**src/rtl/fetch_aligner.sv**
```systemverilog
// Instruction-fetch aligner: turns word-aligned I-cache reads into a stream of
// RVC 16-bit and 32-bit instructions, including 32-bit ones straddling two words.
module fetch_aligner #(
  parameter logic [31:0] RESET_PC = 32'h0000_0000
) (
  input  logic        clk,
  input  logic        rst_n,
  output logic        icache_ren,
  output logic [29:0] icache_addr,
  input  logic        icache_stall,
  input  logic [31:0] icache_rdata,
  input  logic        stall_i,
  input  logic        redirect_i,
  input  logic [31:0] redirect_pc_i,
  output logic [31:0] instr_o,
  output logic [31:0] instr_pc_o,
  output logic        is_compressed_o,
  output logic        instr_valid_o
);

  typedef enum logic [1:0] {StAlign, StBuf, StSkip} state_e;

  localparam logic [31:0] ResetPcEven = RESET_PC & ~32'd1;

  state_e      state_q, state_d;
  logic [31:0] pc_q, pc_d;
  logic [29:0] fetch_addr_q, fetch_addr_d;
  logic [15:0] buf_half_q, buf_half_d;

  logic [31:0] w;
  logic        w_comp;
  logic        buf_comp;
  logic        advance;

  // Undo bus byte order so W[15:0] is the halfword at pc[1] = 0.
  assign w        = {icache_rdata[7:0], icache_rdata[15:8],
                     icache_rdata[23:16], icache_rdata[31:24]};
  assign w_comp   = (w[1:0] != 2'b11);
  assign buf_comp = (buf_half_q[1:0] != 2'b11);

  assign icache_addr = fetch_addr_q;
  assign instr_pc_o  = pc_q;
  assign advance     = instr_valid_o & ~stall_i;

  always_comb begin
    instr_valid_o   = 1'b0;
    instr_o         = 32'h0;
    is_compressed_o = 1'b0;
    icache_ren      = 1'b1;
    unique case (state_q)
      StAlign: begin
        instr_valid_o = ~icache_stall;
        if (w_comp) begin
          instr_o         = {16'h0, w[15:0]};
          is_compressed_o = 1'b1;
        end else begin
          instr_o = w;
        end
      end
      StBuf: begin
        if (buf_comp) begin
          // Whole instruction already buffered; no word needed this cycle.
          instr_valid_o   = 1'b1;
          instr_o         = {16'h0, buf_half_q};
          is_compressed_o = 1'b1;
          icache_ren      = 1'b0;
        end else begin
          instr_valid_o = ~icache_stall;
          instr_o       = {w[15:0], buf_half_q};
        end
      end
      default: ;
    endcase
    if (!rst_n) begin
      instr_valid_o   = 1'b0;
      is_compressed_o = 1'b0;
    end
  end

  always_comb begin
    state_d      = state_q;
    pc_d         = pc_q;
    fetch_addr_d = fetch_addr_q;
    buf_half_d   = buf_half_q;
    if (redirect_i) begin
      pc_d         = redirect_pc_i & ~32'd1;
      fetch_addr_d = redirect_pc_i[31:2];
      buf_half_d   = 16'h0;
      state_d      = redirect_pc_i[1] ? StSkip : StAlign;
    end else begin
      unique case (state_q)
        StAlign: begin
          if (advance) begin
            fetch_addr_d = fetch_addr_q + 30'd1;
            if (w_comp) begin
              buf_half_d = w[31:16];
              pc_d       = pc_q + 32'd2;
              state_d    = StBuf;
            end else begin
              pc_d = pc_q + 32'd4;
            end
          end
        end
        StBuf: begin
          if (advance) begin
            if (buf_comp) begin
              pc_d    = pc_q + 32'd2;
              state_d = StAlign;
            end else begin
              pc_d         = pc_q + 32'd4;
              buf_half_d   = w[31:16];
              fetch_addr_d = fetch_addr_q + 30'd1;
            end
          end
        end
        StSkip: begin
          // Consume the upper half of the target word; not gated by stall_i.
          if (!icache_stall) begin
            buf_half_d   = w[31:16];
            fetch_addr_d = fetch_addr_q + 30'd1;
            state_d      = StBuf;
          end
        end
        default: state_d = StAlign;
      endcase
    end
  end

  always_ff @(posedge clk) begin
    if (!rst_n) begin
      pc_q         <= ResetPcEven;
      fetch_addr_q <= ResetPcEven[31:2];
      buf_half_q   <= 16'h0;
      state_q      <= ResetPcEven[1] ? StSkip : StAlign;
    end else begin
      pc_q         <= pc_d;
      fetch_addr_q <= fetch_addr_d;
      buf_half_q   <= buf_half_d;
      state_q      <= state_d;
    end
  end

endmodule

```
**config.mk**
```make
export PLATFORM = sky130hd
export DESIGN_NAME = fetch_aligner
export DESIGN_NICKNAME = d
export VERILOG_FILES = /design/src/rtl/fetch_aligner.sv
export SDC_FILE = /design/constraint.sdc
export NUM_CORES = 1
export LEC_CHECK = 0
export CELL_PAD_IN_SITES_DETAIL_PLACEMENT = 2
export CELL_PAD_IN_SITES_GLOBAL_PLACEMENT = 2
export CORE_ASPECT_RATIO = 1.5
export CORE_MARGIN = 1
export CORE_UTILIZATION = 25
export DETAILED_ROUTE_END_ITERATION = 7
export PLACE_DENSITY_LB_ADDON = 0.3
export SETUP_SLACK_MARGIN = 0.1
export SYNTH_ARGS = -nofsm -noshare
export SYNTH_HDL_FRONTEND = slang
export SYNTH_SLANG_ARGS = --single-unit
```
**constraint.sdc**
```tcl
create_clock -name clk -period 3.1 [get_ports clk]
set_input_delay 0.31 -clock clk [delete_from_list [all_inputs] [get_ports clk]]
set_output_delay 0.31 -clock clk [all_outputs]
set_load 0.05 [all_outputs]
```
==> run_summary.xml <==
<?xml version="1.0" encoding="UTF-8"?>
<metrics>
  <group name="setup_path">
    <metric name="worst-endpoint-required" unit="ps">2790</metric>
    <metric name="cp_data_arrival_time" unit="ps">2460</metric>
    <metric name="critical_path.reg2reg.startpoint" unit="">state_q[0]</metric>
    <metric name="setup_slack_reg_to_reg" unit="ps">400</metric>
    <metric name="timing.rr.end" unit="">instr_pc_o[19]</metric>
    <metric name="r2r_cells" unit="">7</metric>
    <metric name="worstPathMaxFanout" unit="">18</metric>
    <metric name="criticalPathCategory" unit="">flip-flop to output pin</metric>
    <metric name="critical_path.startpoint" unit="">state_q[1]</metric>
    <metric name="cp-start-kind" unit="">flip-flop</metric>
    <metric name="endpoint" unit="">instr_o[17]</metric>
    <metric name="cp-end-kind" unit="">output pin</metric>
  </group>
  <group name="clock_network">
    <metric name="cts-buffers-inserted" unit="">9</metric>
    <metric name="postCtsSetupBuffers" unit="">0</metric>
    <metric name="worst_skew_pair.late_latency" unit="ps">340</metric>
    <metric name="clock_sinks" unit="">79</metric>
    <metric name="cts.htree.levels" unit="">3</metric>
    <metric name="clk_path_buf_depth" unit="">2</metric>
    <metric name="clk_root_buffer_cell" unit="">sky130_fd_sc_hd__clkbuf_16</metric>
    <metric name="post_cts_resized" unit="">0</metric>
    <metric name="cts_tree" unit="">built</metric>
    <metric name="postCtsHoldBufs" unit="">0</metric>
    <metric name="cts.clk_slew.worst_paths" unit="ps">60</metric>
  </group>
  <group name="global_route">
    <metric name="grt_util_all_layers" unit="%">19.6</metric>
    <metric name="antenna_found_initial" unit="">0</metric>
    <metric name="wire_length_of_the_first_global_routing_pass" unit="um">28200</metric>
    <metric name="vias_in_the_first_global_route" unit="">5271</metric>
    <metric name="grt_overflow" unit="">0</metric>
    <metric name="grt_start_max_net_pins" unit="">33</metric>
  </group>
  <group name="final_layout">
    <metric name="post_layout_nonfiller_instances" unit="">896</metric>
    <metric name="finalNetCount" unit="">753</metric>
    <metric name="area_delta_synth_final" unit="%">52.6</metric>
    <metric name="diodes" unit="">0</metric>
    <metric name="layout.filler_cells" unit="">1942</metric>
    <metric name="final_area" unit="sq um">6740</metric>
    <metric name="fraction_of_layout_instances_using_a_drive_strength_above_1" unit="%">9.08</metric>
  </group>
  <group name="power">
    <metric name="power.leakage" unit="uW">0.00239</metric>
    <metric name="swShare" unit="%">33.2</metric>
    <metric name="p_sw" unit="uW">1050</metric>
    <metric name="power.ir.vdd_worst" unit="mV">0.202</metric>
    <metric name="p_int" unit="uW">2110</metric>
    <metric name="power.share.combinational" unit="%">27.7</metric>
    <metric name="seq_power_share" unit="%">36.6</metric>
    <metric name="clock_power_share" unit="%">35.7</metric>
    <metric name="pwr_density_cell" unit="nW/um^2">469</metric>
  </group>
  <group name="synthesis">
    <metric name="synthesis.nets" unit="">600</metric>
    <metric name="syn_avg_cell_area" unit="sq um">8.41</metric>
    <metric name="synth_area" unit="sq um">4420</metric>
    <metric name="synth_edf_count" unit="">0</metric>
    <metric name="synthCells" unit="">525</metric>
    <metric name="synth-main-ff-cell" unit="">sky130_fd_sc_hd__dfxtp_1</metric>
    <metric name="yosysWarnings" unit="">0</metric>
    <metric name="synth_seq_area_share" unit="%">35.8</metric>
    <metric name="async_flop_share" unit="%">0</metric>
    <metric name="ys_seq_elements" unit="">79</metric>
    <metric name="post_synth_cell_types" unit="">60</metric>
  </group>
  <group name="status">
    <metric name="run_status" unit="">finished, final reports clean</metric>
  </group>
  <group name="detailed_routing">
    <metric name="final_antenna_violating_net_count" unit="">0</metric>
    <metric name="first_pass_iters" unit="">4</metric>
    <metric name="dr_vias_cell" unit="">5.36</metric>
    <metric name="routedWlPerCell" unit="um">19.8</metric>
    <metric name="via_count" unit="">4804</metric>
    <metric name="remaining_design_rule_violation_count" unit="">0</metric>
    <metric name="drt_first_iter_violations" unit="">160</metric>
    <metric name="detailed_route_wire_length" unit="um">17800</metric>
  </group>
  <group name="floorplan">
    <metric name="floorplan.die.width" unit="um">111</metric>
    <metric name="row_count" unit="">59</metric>
    <metric name="die_area" unit="sq um">18200</metric>
    <metric name="chipHeight" unit="um">165</metric>
    <metric name="fp.coreArea" unit="sq um">17300</metric>
    <metric name="initial_utilization" unit="%">25.5</metric>
    <metric name="pin_count" unit="">166</metric>
  </group>
  <group name="sta">
    <metric name="finalWorstSetupSlack" unit="ps">333</metric>
    <metric name="setup_repair_after_global_routing_missed_its_margin" unit="">no</metric>
    <metric name="fmax" unit="MHz">361</metric>
    <metric name="totalNegativeSetupSlack" unit="ps">0</metric>
    <metric name="period_needed" unit="ps">2770</metric>
    <metric name="total_setup_violations_reported_at_the_end_of_the_flow" unit="">0</metric>
    <metric name="period_share" unit="%">89.2</metric>
    <metric name="timing_hold_violations_final" unit="">0</metric>
    <metric name="maxSlewViolCount" unit="">0</metric>
    <metric name="finalClockSkew" unit="ps">6.38</metric>
    <metric name="worst-slew-pin-transition" unit="ps">943</metric>
    <metric name="worst_slew_margin_rel" unit="%">37.1</metric>
  </group>
  <group name="place">
    <metric name="numPlacedInstances" unit="">880</metric>
    <metric name="dp_slack" unit="ps">228</metric>
    <metric name="detailedPlacementHpwl" unit="um">13700</metric>
    <metric name="port_buffers" unit="">163</metric>
    <metric name="place_area" unit="sq um">6430</metric>
    <metric name="place.gp.congestion" unit="">0.771</metric>
  </group>
  <group name="hold_path">
    <metric name="min-delay-path-class" unit="">flip-flop to flip-flop</metric>
    <metric name="min_from" unit="">state_q[0]</metric>
  </group>
  <group name="job">
    <metric name="cap_violations" unit="">0</metric>
  </group>
</metrics>
-- metal layers --
| metal | share of wire (%) | global-route usage, % | wire, um | vias to the layer above |
|---|---|---|---|---|
| met3 | 3.8 | 3.30 | 683 | 15 |
| met2 | 55 | 38.2 | 9760 | 129 |
| met1 | 40 | 21.4 | 7090 | 2362 |
| li1 | - | - | - | 2298 |
| met4 | 1.4 | 6.18 | 248 | 0 |
| met5 | 0 | 0 | 0 | - |
-- through the flow --
stage	hold WS (ps)	total power [uW]	util, %
after floorplan	449	1670	-
after global placement	463	2040	37.1
after detailed placement	473	2060	37.1
after CTS	481	3190	38.8
after global routing	511	3280	38.8
final	482	3160	38.8
-- worst max-delay path, cell delays in order, from the launching register on --
cell and delay, ps:
sky130_fd_sc_hd__dfxtp_1 330, sky130_fd_sc_hd__inv_1 80, sky130_fd_sc_hd__ha_1 230, sky130_fd_sc_hd__buf_4 260, sky130_fd_sc_hd__nand3_1 180, sky130_fd_sc_hd__a21boi_0 190
sky130_fd_sc_hd__clkdlybuf4s50_1 840
-- flip-flops by register name, indices dropped and copies added, names as in the netlist --
register / cells
buf_half_q: 16
icache_addr: 30
instr_pc_o: 31
state_q: 2
-- cell usage in the layout (no fill, tap or decap), types with 14 or more instances in the layout --
cell                              netlist  layout
sky130_fd_sc_hd__a31oi_1               14      14
sky130_fd_sc_hd__nand2_1               26      26
sky130_fd_sc_hd__o21ai_0               35      35
sky130_fd_sc_hd__nor2_1                31      31
sky130_fd_sc_hd__buf_12                 0      15
sky130_fd_sc_hd__buf_4                  1      19
sky130_fd_sc_hd__xnor2_1               23      23
sky130_fd_sc_hd__mux2i_1               18      18
sky130_fd_sc_hd__dfxtp_1               79      79
sky130_fd_sc_hd__a22o_1                31      31
sky130_fd_sc_hd__nand3_1               16      16
sky130_fd_sc_hd__clkdlybuf4s50_1        0     146
sky130_fd_sc_hd__a21oi_1               38      38
-- kinds of logic after synthesis --
group / share of synthesized area [%]
buffers and inverters: 4.59
multiplexers: 4.08
XOR/XNOR: 5.95
other: 0.0849
flip-flops: 35.8
adder cells (fa/ha/maj): 1.70
AND/OR/NAND/NOR: 21.4
AO/OA/AOI/OAI: 26.4
-- synthesized netlist by cell type (all sizes together) (2+ instances only) --
cell type | n | area [sq um]
a31oi | 14 | 87.6
a211oi | 7 | 52.6
nor4b | 3 | 26.3
o311a | 4 | 40.0
nor3 | 13 | 65.1
o21a | 8 | 60.1
nor2 | 31 | 116
or4 | 10 | 78.8
mux2i | 18 | 180
a22o | 31 | 272
xor2 | 7 | 61.3
nor2b | 3 | 18.8
nor4 | 13 | 81.3
a211o | 2 | 17.5
ha | 6 | 75.1
or3 | 11 | 73.8
o31ai | 9 | 67.6
xnor2 | 23 | 201
or2 | 5 | 31.3
nand3 | 16 | 80.1
dfxtp | 79 | 1580
nor3b | 2 | 15.0
and3 | 9 | 57.6
inv | 11 | 41.3
a21boi | 3 | 26.3
o2111ai | 2 | 17.5
and4 | 9 | 80.1
nand2b | 2 | 12.5
o21ai | 37 | 185
clkbuf | 31 | 116
nand4 | 14 | 93.8
nand2 | 26 | 97.6
a21oi | 38 | 190
buf | 7 | 41.3
o31a | 8 | 71.3
-- power groups by stage --
stage               combinational, uW  sequential (uW)  clock (uW)
detailed placement                877             1180           0
finish                            875             1160        1130
global placement                  863             1170           0
global route                      921             1170        1190
CTS                               883             1160        1150
floorplan                         329             1340           0
-- area by class of cell --
type | instances | area [sq um] | area share, %
multi-input cells | 396 | 2630 | 39.0
clock buffers | 13 | 270 | 4.01
well taps | 213 | 267 | 3.95
repair buffers | 180 | 1900 | 28.3
inverters | 12 | 45.0 | 0.668
flip-flops and latches | 79 | 1580 | 23.5
clock inverters | 3 | 40.0 | 0.594
-- how the worst min path moves through the flow --
stage                            end  slack, ps  cells past startpoint
after floorplan           state_q[0]        450                      2
after global placement    state_q[0]        460                      2
after detailed placement  state_q[0]        470                      2
after CTS                 state_q[0]        480                      2
after global routing      state_q[0]        510                      2
final                     state_q[0]        480                      2
Power figures use the tool's default switching activity.
